[src/rtl/mcu_block_scheduler_if.sv]
// Strip credit handshake and read-beat bus between the MCU block scheduler and its
// neighbours (strip writer upstream, line-buffer read port / DCT downstream).
interface mcu_block_scheduler_if #(
  parameter int SENSOR_X_SIZE = 720
);
  localparam int colW = $clog2(SENSOR_X_SIZE);

  logic            strip_ready;
  logic            strip_release;
  logic            rd_valid;
  logic            rd_hold;
  logic            rd_buf;
  logic [1:0]      rd_comp;
  logic [2:0]      rd_block;
  logic [2:0]      rd_row;
  logic [3:0]      rd_line;
  logic [colW-1:0] rd_col;
  logic            rd_last;
  logic            eof_out;
  logic            overflow;

  modport master (
    input  strip_ready, rd_hold,
    output strip_release, rd_valid, rd_buf, rd_comp, rd_block, rd_row,
           rd_line, rd_col, rd_last, eof_out, overflow
  );

  modport slave (
    output strip_ready, rd_hold,
    input  strip_release, rd_valid, rd_buf, rd_comp, rd_block, rd_row,
           rd_line, rd_col, rd_last, eof_out, overflow
  );
endinterface

[src/rtl/mcu_block_scheduler.sv]
// Walks a stored 4:2:0 strip one 8-sample block row per beat in JPEG MCU order
// (Y0 Y1 Y2 Y3 Cb Cr), tracking two strip credits and flagging end of frame.
module mcu_block_scheduler #(
  parameter int SENSOR_X_SIZE = 720,
  parameter int SENSOR_Y_SIZE = 720
) (
  input logic                   clk,
  input logic                   resetn,
  mcu_block_scheduler_if.master sched
);

  localparam int mx     = SENSOR_X_SIZE / 16;
  localparam int my     = SENSOR_Y_SIZE / 16;
  localparam int mcuW   = (mx > 1) ? $clog2(mx) : 1;
  localparam int stripW = (my > 1) ? $clog2(my) : 1;
  localparam int colW   = $clog2(SENSOR_X_SIZE);

  localparam logic [mcuW-1:0]   lastMcu   = mcuW'(mx - 1);
  localparam logic [stripW-1:0] lastStrip = stripW'(my - 1);

  typedef enum logic {
    Idle,
    Run
  } stateT;

  stateT             state_q, state_d;
  logic [2:0]        row_q, row_d;
  logic [2:0]        block_q, block_d;
  logic [mcuW-1:0]   mcuX_q, mcuX_d;
  logic [stripW-1:0] stripY_q, stripY_d;
  logic [1:0]        pending_q, pending_d;
  logic              buf_q, buf_d;
  logic              release_q, release_d;
  logic              eof_q, eof_d;
  logic              overflow_q, overflow_d;

  logic beatAccept;
  logic lastBeat;
  logic lastAccept;

  always_comb begin
    lastBeat   = (row_q == 3'd7) && (block_q == 3'd5) && (mcuX_q == lastMcu);
    beatAccept = (state_q == Run) && !sched.rd_hold;
    lastAccept = beatAccept && lastBeat;
  end

  // A new strip arriving in the same cycle one is retired never overflows: the credit is swapped.
  always_comb begin
    pending_d  = pending_q;
    overflow_d = overflow_q;
    if (sched.strip_ready && !lastAccept) begin
      if (pending_q == 2'd2) begin
        overflow_d = 1'b1;
      end else begin
        pending_d = pending_q + 2'd1;
      end
    end else if (!sched.strip_ready && lastAccept) begin
      pending_d = pending_q - 2'd1;
    end
  end

  always_comb begin
    row_d    = row_q;
    block_d  = block_q;
    mcuX_d   = mcuX_q;
    stripY_d = stripY_q;
    buf_d    = buf_q;
    if (lastAccept) begin
      row_d    = '0;
      block_d  = '0;
      mcuX_d   = '0;
      buf_d    = ~buf_q;
      stripY_d = (stripY_q == lastStrip) ? '0 : stripY_q + 1'b1;
    end else if (beatAccept) begin
      if (row_q != 3'd7) begin
        row_d = row_q + 3'd1;
      end else begin
        row_d = '0;
        if (block_q != 3'd5) begin
          block_d = block_q + 3'd1;
        end else begin
          block_d = '0;
          mcuX_d  = mcuX_q + 1'b1;
        end
      end
    end
  end

  // Deciding on the post-update credit count lets the next strip follow the last beat with no bubble.
  always_comb begin
    state_d = state_q;
    case (state_q)
      Idle: if (pending_d != 2'd0) state_d = Run;
      Run:  if (lastAccept && (pending_d == 2'd0)) state_d = Idle;
      default: state_d = Idle;
    endcase
  end

  always_comb begin
    release_d = lastAccept;
    eof_d     = lastAccept && (stripY_q == lastStrip);
  end

  always_ff @(posedge clk) begin
    if (!resetn) begin
      state_q    <= Idle;
      row_q      <= '0;
      block_q    <= '0;
      mcuX_q     <= '0;
      stripY_q   <= '0;
      pending_q  <= '0;
      buf_q      <= 1'b0;
      release_q  <= 1'b0;
      eof_q      <= 1'b0;
      overflow_q <= 1'b0;
    end else begin
      state_q    <= state_d;
      row_q      <= row_d;
      block_q    <= block_d;
      mcuX_q     <= mcuX_d;
      stripY_q   <= stripY_d;
      pending_q  <= pending_d;
      buf_q      <= buf_d;
      release_q  <= release_d;
      eof_q      <= eof_d;
      overflow_q <= overflow_d;
    end
  end

  // Chroma blocks are 8x8 per MCU, so they index half-width columns and only the top 8 lines.
  always_comb begin
    sched.rd_valid      = (state_q == Run);
    sched.rd_buf        = buf_q;
    sched.rd_block      = block_q;
    sched.rd_row        = row_q;
    sched.rd_last       = (state_q == Run) && lastBeat;
    sched.strip_release = release_q;
    sched.eof_out       = eof_q;
    sched.overflow      = overflow_q;
    if (block_q[2]) begin
      sched.rd_comp = block_q[0] ? 2'd2 : 2'd1;
      sched.rd_line = {1'b0, row_q};
      sched.rd_col  = colW'({mcuX_q, 3'b000});
    end else begin
      sched.rd_comp = 2'd0;
      sched.rd_line = {block_q[1], row_q};
      sched.rd_col  = colW'({mcuX_q, block_q[0], 3'b000});
    end
  end

endmodule

[src/flat_wrapper.sv]
// flat-port wrapper written by rule: the top's interface ports become plain ports
module mcu_block_scheduler_flat 
#(
  parameter int SENSOR_X_SIZE = 720,
  parameter int SENSOR_Y_SIZE = 720
)
  (clk, resetn, sched_strip_ready, sched_rd_hold, sched_strip_release, sched_rd_valid, sched_rd_buf, sched_rd_comp, sched_rd_block, sched_rd_row, sched_rd_line, sched_rd_col, sched_rd_last, sched_eof_out, sched_overflow);
  mcu_block_scheduler_if #(.SENSOR_X_SIZE(SENSOR_X_SIZE)) sched_i ();
  input logic clk;
  input logic resetn;
  input wire logic [$bits(sched_i.strip_ready)-1:0] sched_strip_ready;
  input wire logic [$bits(sched_i.rd_hold)-1:0] sched_rd_hold;
  output wire logic [$bits(sched_i.strip_release)-1:0] sched_strip_release;
  output wire logic [$bits(sched_i.rd_valid)-1:0] sched_rd_valid;
  output wire logic [$bits(sched_i.rd_buf)-1:0] sched_rd_buf;
  output wire logic [$bits(sched_i.rd_comp)-1:0] sched_rd_comp;
  output wire logic [$bits(sched_i.rd_block)-1:0] sched_rd_block;
  output wire logic [$bits(sched_i.rd_row)-1:0] sched_rd_row;
  output wire logic [$bits(sched_i.rd_line)-1:0] sched_rd_line;
  output wire logic [$bits(sched_i.rd_col)-1:0] sched_rd_col;
  output wire logic [$bits(sched_i.rd_last)-1:0] sched_rd_last;
  output wire logic [$bits(sched_i.eof_out)-1:0] sched_eof_out;
  output wire logic [$bits(sched_i.overflow)-1:0] sched_overflow;
  assign sched_i.strip_ready = sched_strip_ready;
  assign sched_i.rd_hold = sched_rd_hold;
  assign sched_strip_release = sched_i.strip_release;
  assign sched_rd_valid = sched_i.rd_valid;
  assign sched_rd_buf = sched_i.rd_buf;
  assign sched_rd_comp = sched_i.rd_comp;
  assign sched_rd_block = sched_i.rd_block;
  assign sched_rd_row = sched_i.rd_row;
  assign sched_rd_line = sched_i.rd_line;
  assign sched_rd_col = sched_i.rd_col;
  assign sched_rd_last = sched_i.rd_last;
  assign sched_eof_out = sched_i.eof_out;
  assign sched_overflow = sched_i.overflow;
  mcu_block_scheduler #(.SENSOR_X_SIZE(SENSOR_X_SIZE), .SENSOR_Y_SIZE(SENSOR_Y_SIZE)) u_core (.clk(clk), .resetn(resetn), .sched(sched_i));
endmodule
[config.mk]
export PLATFORM = sky130hd
export DESIGN_NAME = mcu_block_scheduler_flat
export DESIGN_NICKNAME = d
export VERILOG_FILES = /design/src/rtl/mcu_block_scheduler_if.sv /design/src/rtl/mcu_block_scheduler.sv /design/src/flat_wrapper.sv
export SDC_FILE = /design/constraint.sdc
export NUM_CORES = 1
export LEC_CHECK = 0
export BUFFER_PORTS_ARGS = -buffer_cell sky130_fd_sc_hd__buf_2
export CAP_MARGIN = 10
export CORE_ASPECT_RATIO = 2
export CORE_MARGIN = 1.5
export CORE_UTILIZATION = 48
export DETAILED_ROUTE_END_ITERATION = 8
export HOLD_SLACK_MARGIN = 0.02
export PLACE_DENSITY = 0.75
export SYNTH_ARGS = -nofsm -noshare
export SYNTH_HDL_FRONTEND = slang
export SYNTH_SLANG_ARGS = --single-unit
[constraint.sdc]
create_clock -name clk -period 1.9 [get_ports clk]
set_clock_uncertainty 0.15 [all_clocks]
set_input_delay 0.19 -clock clk [delete_from_list [all_inputs] [get_ports clk]]
set_output_delay 0.19 -clock clk [all_outputs]
set_load 0.03 [all_outputs]
## Word level (Yosys, flattened, before mapping)

Index checks and enable logic that the tools add are counted.

- Flip-flop bits (word level): 25
- Bits in latches: 0
- Bits in writable memories: 0
- Bits in read-only memories: 0
- Input port bits: 4
- Output and inout port bits: 28
- Memories: 0

- Add/subtract/negate cells: 6
- Multipliers: 0
- Divide/modulo/power cells: 0
- Order comparisons: 0
- Equality and inequality tests: 7
- Shift operators: 0
- Muxes and demuxes: 13
- Bitwise logic cells: 5
- Reductions and logical operators: 18

Operators with widths:

| operator | count |
|---|---|
| $add A6 B1 Y6 const B | 2 |
| $eq A6 B6 Y1 const B | 2 |
| $mux W10 | 1 |
| $mux W2 | 5 |
| $logic_and A1 B1 Y1 | 9 |
| $add A3 B1 Y3 const B | 2 |
| $eq A3 B3 Y1 const B | 2 |
| $mux W3 | 2 |
| $mux W6 | 1 |
| $ne A3 B3 Y1 const B | 2 |
| $not A1 Y1 | 5 |
| $mux W4 | 1 |
| $reduce_and A2 Y1 | 2 |
| $logic_not A1 Y1 | 3 |
| $reduce_and A3 Y1 | 1 |
| $add A2 B1 Y2 const B | 1 |
| $eq A2 B2 Y1 const B | 1 |
| $logic_not A2 Y1 | 1 |
| $mux W1 | 2 |
| $pmux W1 S2 | 1 |
| $reduce_bool A2 Y1 | 1 |
| $reduce_or A2 Y1 | 1 |
| $sub A2 B1 Y2 const B | 1 |

## Logic depth before layout (Yosys ltp)

Gate-level depths: netlist of run 1.

- Depth in word-level cells: 11
- Depth in mapped cells: 8
- Mapped depth without buffers: 6

## Worst setup path after synthesis of run 1

Ideal clock, no wire load.

- Path kind: register -> register
- Start point: register u_core.row_q[0] (netlist: u_core.sched.rd_row[0])
- End point: register u_core.stripY_q[5]
- Arrival: 2.031 ns
- Data required time: 1.680 ns
- Slack: -0.351 ns
- Cell stages (with the launch flop): 8
- Buffers on the path: 1
- Period minus slack after synthesis: 2.251 ns
- Path through: dfxtp_1 -> ha_1 -> ha_1 -> and4b_1 -> buf_4 -> nand3_4 -> or4_1 -> a21oi_1

- Longest elaborated chain between the ends: 4

RTL lines:

| element | RTL line | text |
|---|---|---|
| from (decl) | mcu_block_scheduler.sv:27 | `logic [2:0] row_q, row_d;` |
| from (signal assigned) | mcu_block_scheduler.sv:118 | `row_q <= row_d;` |
| $eq A3 B3 Y1 | mcu_block_scheduler.sv:42 | `lastBeat = (row_q == 3'd7) && (block_q == 3'd5) && (mcuX_q == lastMcu);` |
| $logic_and A1 B1 Y1 (2 in series) | mcu_block_scheduler.sv:42 |  |
| $logic_and A1 B1 Y1 | mcu_block_scheduler.sv:44 | `lastAccept = beatAccept && lastBeat;` |
| to (signal assigned) | mcu_block_scheduler.sv:121 | `stripY_q <= stripY_d;` |
| to (decl) | mcu_block_scheduler.sv:30 | `logic [stripW-1:0] stripY_q, stripY_d;` |

No other way between the ends.
A chain may end at the register's enable or synchronous reset.

## Worst setup path after layout of run 1

- Start point: register u_core.row_q[0] (netlist: u_core.sched.rd_row[0])
- End point: register u_core.stripY_q[3]

The elaborated chain is that of the path after synthesis.

==> results of run 1 <==
per-stage QoR:
step                      std cells  setup TNS (ns)  power, mW  setup WS [ns]
after floorplan                 166               0      0.635       0.000997
after global placement          223               0      0.660         0.0592
after detailed placement        223               0      0.665        0.00315
after CTS                       227               0      0.968         0.0110
after global routing            229          -0.114       1.01        -0.0577
final                           229               0      0.962         0.0240
repair_timing:
item / CTS / global route
hold buffers: 0 / 0
setup buffers: 0 / 2
endpoints found under the setup margin: 3 / 8
pin swaps: 0 / 3
resized for setup: 1 / 7
where the power goes:
group          internal, mW  switching, mW  leakage (nW)
Clock                 0.150          0.157        0.0228
Combinational        0.0400         0.0734         0.519
Sequential            0.533        0.00953         0.205
Total                 0.722          0.240         0.748
Yosys cell counts (4+ instances only):
| cell type | count | area [µm²] |
|---|---|---|
| nor3_1 | 5 | 25.0 |
| nand3_1 | 5 | 25.0 |
| nand2_1 | 10 | 37.5 |
| buf_4 | 9 | 67.6 |
| nor2b_1 | 4 | 25.0 |
| nand4_1 | 4 | 25.0 |
| o21ai_0 | 4 | 20.0 |
| ha_1 | 8 | 100 |
| a21oi_1 | 12 | 60.1 |
| inv_1 | 9 | 33.8 |
| nor2_1 | 15 | 56.3 |
| xnor2_1 | 5 | 43.8 |
| mux2_2 | 4 | 45.0 |
| dfxtp_1 | 25 | 500 |
flip-flops by register name (all words and copies together) (netlist names):
| name | cells |
|---|---|
| u_core.mcuX_q | 6 |
| u_core.sched.rd_valid | 1 |
| u_core.pending_q | 2 |
| u_core.sched.rd_block | 3 |
| u_core.sched.overflow | 1 |
| u_core.sched.eof_out | 1 |
| u_core.sched.rd_row | 3 |
| u_core.stripY_q | 6 |
| u_core.sched.strip_release | 1 |
| u_core.sched.rd_buf | 1 |
cells by family (layout without fill, tap and decap cells):
kind of cell | count (synthesis) | count (layout) | share of synthesized area [%]
buffers and inverters | 23 | 57 | 8.70
muxes | 7 | 7 | 5.33
DFF | 25 | 25 | 35.5
other | 1 | 3 | 0.266
and+or+nand+nor | 65 | 65 | 26.4
xor gates and xnor gates | 8 | 8 | 4.97
adders and majority gates | 8 | 8 | 7.11
AOI/OAI and AO/OA | 27 | 27 | 11.7
metal layers:
| metal | part of all wire (%) | vias up | track usage, % | wire length, µm |
|---|---|---|---|---|
| li1 | - | 638 | - | - |
| met3 | 4.3 | 9 | 4.46 | 137 |
| met4 | 2.2 | 0 | 9.68 | 71 |
| met2 | 57 | 45 | 38.0 | 1820 |
| met1 | 37 | 622 | 22.8 | 1170 |
| met5 | 0 | - | 0 | 0 |
final cells by class:
cell class | count | area, µm² | area share [%]
Inverter | 10 | 37.5 | 2.14
Timing Repair Buffer | 43 | 265 | 15.1
Multi-Input combinational cell | 118 | 857 | 48.9
Tap cell | 29 | 36.3 | 2.07
Clock buffer | 4 | 45.0 | 2.57
Sequential cell | 25 | 512 | 29.2
path summary, 6_finish.rpt:
path                          startpoint                    end  slack (ns)  cells after the start
setup / recovery  u_core.sched.rd_row[0]     u_core.stripY_q[3]        0.02                      6
hold reg to reg    u_core.sched.overflow  u_core.sched.overflow        0.33                      2
setup reg to reg  u_core.sched.rd_row[0]     u_core.stripY_q[3]        0.02                      6
hold / removal         sched_strip_ready    u_core.pending_q[0]        0.03                      2
==> summary.md, run 1 <==
| Metric | Value |
|---|---|
| HPWL Detailed | `2.47 mm` |
| Max IR drop VDD | `355 µV` |
| Synth-to-layout area growth | `24.4%` |
| Mapped Area | `1410 µm²` |
| Num rows | `27` |
| Layout cell share with drive strength beyond 1 | `32.5%` |
| DRT iter0 DRCs | `30` |
| Num CTS Buffers | `3` |
| Final period util | `98.7%` |
| Drt via density | `5.74` |
| DRC | `0` |
| Min Tclk post-route | `1.88 ns` |
| Final core occ | `a little over three fifths` |
| Worst EP arrival | `1.93 ns` |
| PwrDens | `549 nW/µm²` |
| Crit path buf inv count | `0` |
| Top Ports | `32` |
| Clock sink count | `25` |
| Post-synth EDFFs | `0` |
| WP data required | `around 2.0 ns` |
| Critical path's slowest cell | `or4_1` |
| Worst Hold Class | `input pin to flip-flop` |
| Initial antenna violation count | `0` |
| Critical path's largest stage delay | `0.49 ns` |
| Critical path type | `flip-flop to flip-flop` |
| Fin. max-slew vios | `0` |
| Most frequent cells in the layout | `buf_2 (28), dfxtp_1 (20), nor2_1 (15), buf_4 (14), a21oi_1 (11)` |
| Worst skew pair latency | `0.26 ns` |
| Largest net degree at the start of global routing | `18` |
| First-pass GRT wire length | `5.10 mm` |
| Hold Violations, Final | `0` |
| Drt first pass iters | `4` |
| Commonest non-fill, non-tap cell in the layout | `buf_2` |
| Longest Clk Path Bufs | `2` |
| Final GP Congestion | `between 0.8 and 0.9` |
| Final Cell Area | `1750 µm²` |
| YS warnings | `0` |
| Nets | `213` |
| Total track usage | `21.8%` |
| Die H | `79.6 µm` |
| Post-synthesis sequential area ratio | `35.5%` |
| Fmax | `between 500 and 600 MHz` |
| Ys flop type | `dfxtp_1` |
| RSZ-0062 raised after global routing | `yes` |
| Mapped Avg Cell Area | `8.59 µm²` |
| CTS H-tree lvls | `1` |
| #FFs+latches synth | `25` |
| Final setup violation count | `0` |
| Synth cell types | `37` |
| WHS | `0.0330 ns` |
| TritonCTS clock tree | `yes` |
| Critical path cell sequence | `ha_4 > ha_4 > and4b_2 > nand3_4 > or4_1 > a21oi_1` |
| Crit. End Element | `flip-flop` |
| Vias in the first global route | `1,232` |
| Crit path top cell by count | `ha_4` |
| Synthesized instance count | `164` |
| GRT overflow | `0` |
| Detail Route Antenna Nets | `0` |
| WL final | `between 3 and 4 mm` |
| Diode count | `0` |
| Startpoint types | `flip-flop` |
| Root Buffer | `clkbuf_8` |
| Filler Cells Inserted | `238` |
| Core area | `2770 µm²` |
| FFs w/ async S/R, synth | `0%` |
| CP max FO | `11` |
| Vias | `roughly 1,300` |
| Leakage Power | `0.747 nW` |
| Die Wd | `41.3 µm` |
| IO buf count | `28` |
| CP delay by family, top | `simple AND/OR/NAND/NOR gates` |
| WL/cell | `14.0 µm` |
| Die area | `between 3000 and 4000 µm²` |
| Maximum capacitance violations | `0` |
| Status | `finished, final reports clean` |
| Initial core utilization | `50.9%` |
| Clock-pin slew on the worst setup and hold paths | `0.08 ns` |
| Placed cell areas | `1650 µm²` |
Note: power is estimated with default switching activity, not from simulation.
==> run 2: changes to the inputs <==
Settings changed: CELL_PAD_IN_SITES_DETAIL_PLACEMENT set to 0, CELL_PAD_IN_SITES_GLOBAL_PLACEMENT set to 1, CORE_UTILIZATION 48 to 35, PLACE_DENSITY 0.75 to unset, PLACE_DENSITY_LB_ADDON set to 0.1.
==> summary.md, run 2 (synthesis gave the netlist of run 1 again) <==
| Metric | Value |
|---|---|
| Diode count | `0 (unchanged)` |
| Total power | `0.977 mW (was 0.962 mW)` |
| CTS H-tree lvls | `1 (unchanged)` |
| WL final | `3.48 mm (was 3.20 mm)` |
| Num rows | `32 (was 27)` |
| Critical path type | `flip-flop to flip-flop (unchanged)` |
| Hold Violations, Final | `0 (unchanged)` |
| CP max FO | `5 (was 11)` |
| Vias | `1,281 (was 1,314)` |
| Drt via density | `5.04 (was 5.74)` |
| Die H | `92.7 µm (was 79.6 µm)` |
| Most frequent cells in the layout | `buf_2 (27), dfxtp_1 (20), nor2_1 (15), buf_4 (15) (was buf_2 (28), dfxtp_1 (20), nor2_1 (15), buf_4 (14), a21oi_1 (11))` |
| Total track usage | `16.9% (was 21.8%)` |
| Final setup violation count | `0 (unchanged)` |
| Fin. max-slew vios | `0 (unchanged)` |
| Filler Cells Inserted | `415 (was 238)` |
| Maximum capacitance violations | `0 (unchanged)` |
| Max IR drop VDD | `446 µV (was 355 µV)` |
| Detail Route Antenna Nets | `0 (unchanged)` |
| DRT iter0 DRCs | `17 (was 30)` |
| Vias in the first global route | `1,243 (was 1,232)` |
| Root Buffer | `clkbuf_8 (unchanged)` |
| WHS | `0.0705 ns (was 0.0330 ns)` |
| Worst skew pair latency | `0.27 ns (was 0.26 ns)` |
| Num CTS Buffers | `3 (unchanged)` |
| IO buf count | `28 (unchanged)` |
| First-pass GRT wire length | `5.58 mm (was 5.10 mm)` |
| Core area | `3840 µm² (was 2770 µm²)` |
| Final core occ | `47.0% (was 63.3%)` |
| Clock-pin slew on the worst setup and hold paths | `0.08 ns (about the same)` |
| Placed cell areas | `1690 µm² (was 1650 µm²)` |
| Final Cell Area | `1810 µm² (was 1750 µm²)` |
| Final worst slack | `0.0239 ns (was 0.0240 ns)` |
| Biggest regs | `u_core.mcuX_q x6, u_core.stripY_q x6 (unchanged)` |
| Initial core utilization | `36.7% (was 50.9%)` |
| Fmax | `533 MHz (about the same)` |
| Die Wd | `47.9 µm (was 41.3 µm)` |
| Nets | `216 (was 213)` |
| Final GP Congestion | `0.771 (was 0.824)` |
| Worst EP arrival | `1.93 ns (about the same)` |
| PwrDens | `540 nW/µm² (was 549 nW/µm²)` |
| Worst Hold Class | `input pin to flip-flop (unchanged)` |
| WP data required | `1.95 ns (about the same)` |
| Commonest non-fill, non-tap cell in the layout | `buf_2 (unchanged)` |
| DP Worst Slack | `-0.00590 ns (was 0.00315 ns)` |
| Longest Clk Path Bufs | `2 (unchanged)` |
| Register cell area after layout | `512 µm² (unchanged)` |
| Final period util | `98.7% (about the same)` |
| Min Tclk post-route | `1.88 ns (about the same)` |
| Synth-to-layout area growth | `28.3% (was 24.4%)` |
| Status | `finished, final reports clean (unchanged)` |
| Initial antenna violation count | `0 (unchanged)` |
| Clock sink count | `25 (unchanged)` |
| Layout cell share with drive strength beyond 1 | `33.5% (was 32.5%)` |
| DRC | `0 (unchanged)` |
| Startpoint types | `flip-flop (unchanged)` |
| GRT overflow | `0 (unchanged)` |
| RSZ-0062 raised after global routing | `yes (unchanged)` |
| Largest net degree at the start of global routing | `18 (unchanged)` |
| HPWL Detailed | `2.70 mm (was 2.47 mm)` |
| Crit. End Element | `flip-flop (unchanged)` |
| Die area | `4440 µm² (was 3290 µm²)` |
| Top Ports | `32 (unchanged)` |
| TritonCTS clock tree | `yes (unchanged)` |
| Area of the multi-input gates | `861 µm² (was 857 µm²)` |
| Drt first pass iters | `5 (was 4)` |
| Leakage Power | `0.757 nW (was 0.747 nW)` |
| WL/cell | `13.7 µm (was 14.0 µm)` |
-- run 2: repair_timing --
item                                   in CTS  in global routing
setup endpoints to repair                   3                 10
pin swaps                                   1                  5
hold buffers                                1                  0
resized for setup                           1                  9
setup buffers                               1                  1
endpoints found under the hold margin       1                  0
cloned                                      1                  0
-- run 2: layout make-up --
cell class | instances | share of cell area [%]
inverters | 10 | 2.08
flip-flops and latches | 25 | 28.3
well taps | 51 | 3.53
repair buffers | 45 | 16.0
multi-input cells | 119 | 47.6
clock buffers | 4 | 2.49
-- run 2: worst paths after layout --
kind         slack, ns              startpoint                     to  cells after the start
max               0.02  u_core.sched.rd_row[1]     u_core.stripY_q[3]                      6
min               0.07                  resetn     u_core.stripY_q[4]                      3
max reg2reg       0.02  u_core.sched.rd_row[1]     u_core.stripY_q[3]                      6
min reg2reg       0.33   u_core.sched.overflow  u_core.sched.overflow                      2
-- run 2: critical path, stage by stage (launching register included) --
cell and delay, ns:
dfxtp_4 0.37, ha_4 0.13, ha_4 0.12, and4b_2 0.31, nand3_4 0.13, or4_1 0.48
a21oi_1 0.13
-- run 2: stage by stage --
step                      TNS [ns]  std cells
after floorplan                  0        166
after global placement           0        246
after detailed placement  -0.00590        246
after CTS                 -0.00368        253
after global routing        -0.173        254
final                            0        254
-- run 2: power breakdown --
part,internal (mW),switching [mW],total (mW),leakage (nW)
logic,0.0439,0.0748,0.119,0.529
registers,0.533,0.00956,0.542,0.205
clock network,0.150,0.166,0.316,0.0228
total,0.727,0.250,0.977,0.757
-- run 2: per-layer routing --
layer | track usage, % | routed length (µm) | vias up
met1 | 17.3 | 1280 | 600
li1 | - | - | 646
met2 | 31.7 | 2040 | 29
met5 | 0 | 0 | -
met3 | 2.34 | 94 | 6
met4 | 5.63 | 64 | 0
